File: src/rtl/seq_restoring_divider.sv
// Iterative radix-2 restoring divider: one quotient bit per clock, valid/ready on both sides.
// Divide-by-zero takes one CALC cycle and returns all-ones quotient, low dividend bits as remainder.
module seq_restoring_divider #(
  parameter int DW = 32,
  parameter int VW = 16
) (
  input  logic          clk,
  input  logic          rst,
  input  logic          in_valid,
  output logic          in_ready,
  input  logic [DW-1:0] dividend,
  input  logic [VW-1:0] divisor,
  output logic          out_valid,
  input  logic          out_ready,
  output logic [DW-1:0] quotient,
  output logic [VW-1:0] remainder,
  output logic          div_by_zero
);

  localparam int CW = (DW > 1) ? $clog2(DW) : 1;

  typedef enum logic [1:0] {IDLE, CALC, DONE} state_t;

  state_t        state, state_nxt;
  logic [CW-1:0] cnt;
  logic [VW-1:0] dsr;
  logic [DW-1:0] q_reg;
  logic [VW-1:0] r_reg;
  logic          dbz_reg;
  logic          zero_pend;

  logic [VW:0]   trial;
  logic [VW-1:0] diff;
  logic          ge;

  // q_reg starts as the dividend and is shifted out MSB-first while quotient bits enter at the LSB.
  assign trial = {r_reg, q_reg[DW-1]};
  assign ge    = trial >= {1'b0, dsr};
  assign diff  = trial[VW-1:0] - dsr;

  always_ff @(posedge clk or posedge rst) begin
    if (rst) state <= IDLE;
    else     state <= state_nxt;
  end

  always_comb begin
    state_nxt = state;
    in_ready  = 1'b0;
    out_valid = 1'b0;
    case (state)
      IDLE: begin
        in_ready = 1'b1;
        if (in_valid) state_nxt = CALC;
      end
      CALC: begin
        if (zero_pend || cnt == '0) state_nxt = DONE;
      end
      DONE: begin
        out_valid = 1'b1;
        if (out_ready) state_nxt = IDLE;
      end
      default: state_nxt = IDLE;
    endcase
  end

  always_ff @(posedge clk or posedge rst) begin
    if (rst) begin
      cnt       <= '0;
      dsr       <= '0;
      q_reg     <= '0;
      r_reg     <= '0;
      dbz_reg   <= 1'b0;
      zero_pend <= 1'b0;
    end else begin
      case (state)
        IDLE: begin
          if (in_valid) begin
            q_reg     <= dividend;
            dsr       <= divisor;
            r_reg     <= '0;
            cnt       <= CW'(DW - 1);
            zero_pend <= (divisor == '0);
            dbz_reg   <= 1'b0;
          end
        end
        CALC: begin
          if (zero_pend) begin
            r_reg     <= q_reg[VW-1:0];
            q_reg     <= '1;
            dbz_reg   <= 1'b1;
            zero_pend <= 1'b0;
          end else begin
            q_reg <= {q_reg[DW-2:0], ge};
            r_reg <= ge ? diff : trial[VW-1:0];
            cnt   <= cnt - 1'b1;
          end
        end
        default: ;
      endcase
    end
  end

  assign quotient    = q_reg;
  assign remainder   = r_reg;
  assign div_by_zero = dbz_reg;

endmodule

File: config.mk
export PLATFORM = sky130hd
export DESIGN_NAME = seq_restoring_divider
export DESIGN_NICKNAME = d
export VERILOG_FILES = /design/src/rtl/seq_restoring_divider.sv
export SDC_FILE = /design/constraint.sdc
export NUM_CORES = 1
export LEC_CHECK = 0
export ABC_AREA = 1
export CORE_ASPECT_RATIO = 0.7
export CORE_MARGIN = 2
export CORE_UTILIZATION = 46
export CTS_CLUSTER_DIAMETER = 200
export DETAILED_ROUTE_END_ITERATION = 8
export PLACE_DENSITY = 0.77
export SETUP_SLACK_MARGIN = 0.05
export SLEW_MARGIN = 20
export SYNTH_ARGS = -nofsm -noshare
export SYNTH_HDL_FRONTEND = slang
export SYNTH_SLANG_ARGS = --single-unit
File: constraint.sdc
create_clock -name clk -period 2.57 [get_ports clk]
set_input_delay 0.6425 -clock clk [delete_from_list [all_inputs] [get_ports clk]]
set_output_delay 0.6425 -clock clk [all_outputs]
set_load 0.005 [all_outputs]
==> run metrics <==
outcome=completed; gr usage total=0.2637; register area=1827 µm²; xor/xnor share of the synthesized area=0.01349; Area Growth Syn to Fin=32.74%; # rows=30; detailed-route vias per instance=5.377; Die Ht=87.16 µm; Flop pwr share=0.231; final worst path period share=0.8692; initial DRC count=385; maximum root-to-sink buffer count=2; worst endpoint required time=2820 ps; Ports=103; combinational power share=0.629; Post-Syn Nets=690; PortBufs=102; Synth Area in Compound Gates=0.1638; pwr dens=1605 nW/µm²; fillers=881; Cell Area, Placed=5712 µm²; YS warnings=0; ordered cell list for the critical path=ha_1 -> nand2_1 -> inv_1 -> nand2_1 -> nand2_1 -> nand2_1 -> nand2_1 -> nor2_4 -> nand2_4 -> nand2_1 -> nand3_1 -> a21boi_1; Clock power frac=0.139; simple-gate share of the synthesized area=0.2698; Crit-path slowest cell=dfrtp_1; clk_skew=7.737 ps; postcts setup bufs=0; HP Class=flop to flop; Synth Instances=619; Adder-Cell Fraction of Synth Area=0.05396; post-synthesis sequential area ratio=0.4020; Static Leak=2.913 nW; Setup TNS=0 ps; Largest stage delay, worst path=430 ps; vias in the first global route=4,353; die width=122.8 µm; Core ar.=9647 µm²; Syn Area/Cell=7.341 µm²; Finished Cell Area=6032 µm²; CTS tree=built; post-CTS resize count=0; Max Cap Viol=0; post-synth cell types=37; dpl hpwl=9.840 mm; Hold-fix buffers, CTS=0; Wirelength per Cell=15.67 µm; layout cells sized above 1=0.07192; Synth Cell Area=4544 µm²; total global routing overflow=0; Worst setup SP type=flop; f_max=447.7 MHz; final setup violating endpoints=0; RSZ-0062 raised after global routing=no; endpoints failing hold=0; Die ar.=10,700 µm²; total power=9.682 mW; total CTS buffers=9; via count=4,576; routability cong.=0.9425; Peak VDD IR=701.2 µV; Final Max Slew Viols=0; Tmin final=2234 ps; CTS clock-pin slew for the worst setup and hold paths=60 ps; Rel. slew slack=0.5499; worst path arrival time=2480 ps; sw power=4.578 mW; multi-input combinational cell area=2277 µm²; DRC viols=0; total detailed-routing wirelength=13.33 mm; main combinational cell family by area after synthesis=simple AND/OR/NAND/NOR gates; # diodes=0; Critical Path Most Common Cell=nand2_1; CTS H-tree lvls=3; Pre-antenna DRT Iters=5; final hold slack=491.8 ps; largest net degree at the start of global routing=91; Worst-Margin Slew=674.5 ps; worst skew pair latency=340 ps; remaining antenna violation count=0; global-route wire length before repair=21.66 mm; initial antenna violation count=0; Setup crit end kind=flop; sw frac=0.4729; clock root buffer=clkbuf_16; fin nets=789; Starting Density=0.4711; mux cell area share after synthesis=0; CTS sink cnt=73; internal power=5.104 mW; Setup CP Type=flop to flop; Max FO, Critical Path=16; #FFs+latches synth=73
-- cell usage after synthesis --
master	n	area share
ha_1	18	0.050
nor2_4	3	0.0074
o22ai_1	32	0.044
buf_6	1	0.0025
or2_0	1	0.0014
a21oi_1	29	0.032
inv_2	5	0.0041
nor3_1	4	0.0044
nor4_1	3	0.0041
nor2_1	30	0.025
buf_2	4	0.0044
nand3_2	2	0.0044
o21ai_1	2	0.0022
o221ai_1	1	0.0019
nor3_4	1	0.0036
or2_2	5	0.0069
xor2_1	3	0.0058
nand3_1	39	0.043
a21boi_1	13	0.021
xnor2_1	4	0.0077
nand2_1	168	0.14
nor2_2	4	0.0055
a21o_1	1	0.0017
o21bai_1	1	0.0017
nand4_1	9	0.012
a31oi_1	2	0.0028
or2_1	1	0.0014
o21ai_0	51	0.056
inv_1	82	0.068
nand2_2	3	0.0041
buf_1	2	0.0017
dfrtp_1	73	0.40
fa_1	1	0.0044
clkbuf_1	14	0.012
nand2_4	2	0.0050
and2_1	2	0.0028
buf_4	3	0.0050
-- power groups by stage --
stage / clock, mW / combinational, mW / sequential [mW]
floorplan: 0 / 4.05 / 2.13
global placement: 0 / 5.86 / 2.22
detailed placement: 0 / 5.97 / 2.24
CTS: 1.36 / 6.04 / 2.23
global route: 1.41 / 6.88 / 2.31
finish: 1.35 / 6.09 / 2.24
-- kinds of logic (layout without fill, tap and decap cells) --
logic type,after synthesis,count (layout)
xor+xnor,7,7
simple gates,277,277
fa+ha+maj,19,19
compound gates,132,132
buf+inv,111,215
flops,73,73
-- critical path: cells and delay by family (launching register included) --
family                   cells  cell delay (ps)
AND/OR/NAND/NOR              9             1060
AO/OA/AOI/OAI                1              200
buffers and inverters        1               50
flip-flops                   1              430
adder cells (fa/ha/maj)      1              390
-- cell usage in the layout, fill, tap and decap left out, types with 3 or more instances in the layout --
cell             count
o21ai_0             51
nand4_1              9
buf_4                8
nor2_1              30
inv_1               81
a21boi_1            13
o22ai_1             32
nor4_1               3
clkdlybuf4s50_1    102
inv_2                6
or2_2                5
nor2_4               3
nand2_1            168
xor2_1               3
nor2_2               4
a21oi_1             29
nor3_1               4
nand2_2              3
xnor2_1              4
clkbuf_16            9
ha_1                18
dfrtp_1             73
nand3_1             39
-- metrics by stage --
stage | setup slack [ps] | std cells | util
final | 336.2 | 851 | 0.6253
after global routing | 139.6 | 851 | 0.6253
after CTS | 388.9 | 851 | 0.6253
after detailed placement | 383.5 | 835 | 0.5921
after global placement | 449.2 | 835 | 0.5921
after floorplan | 74.23 | 619 | -
-- layer usage --
metal / wire, µm / part of all wire / global-route usage
met5: 0 / 0 / 0
met4: 174 / 0.013 / 0.06583
met3: 949 / 0.071 / 0.04908
met2: 5795 / 0.43 / 0.3963
met1: 6412 / 0.48 / 0.3927
-- flip-flops by register name (all words and copies together), names as in the netlist --
signal / cells
remainder: 16
state: 2
dsr: 16
quotient: 32
div_by_zero: 1
cnt: 5
zero_pend: 1
-- path summary, 6_finish.rpt --
check,slack (ps),from,to,depth (start not counted)
setup reg to reg,340,remainder[10]$_DFFE_PP0P_,remainder[12]$_DFFE_PP0P_,12
hold reg to reg,490,dsr[11]$_DFFE_PP0P_,dsr[11]$_DFFE_PP0P_,2
min in group asynchronous,610,rst,quotient[5]$_DFFE_PP0P_,2
max in group asynchronous,1420,rst,dsr[11]$_DFFE_PP0P_,3
hold / removal,490,dsr[11]$_DFFE_PP0P_,dsr[11]$_DFFE_PP0P_,2
setup / recovery,340,remainder[10]$_DFFE_PP0P_,remainder[12]$_DFFE_PP0P_,12
-- final cells by class --
class | count | share of cell area
tap | 128 | 0.02655
timing repair buffer | 112 | 0.1859
clock inverter | 7 | 0.01576
clock buffer | 9 | 0.03734
multi-input combinational | 435 | 0.3775
sequential | 73 | 0.3028
inverter | 87 | 0.05414
Note: power is estimated with default switching activity, not from simulation.
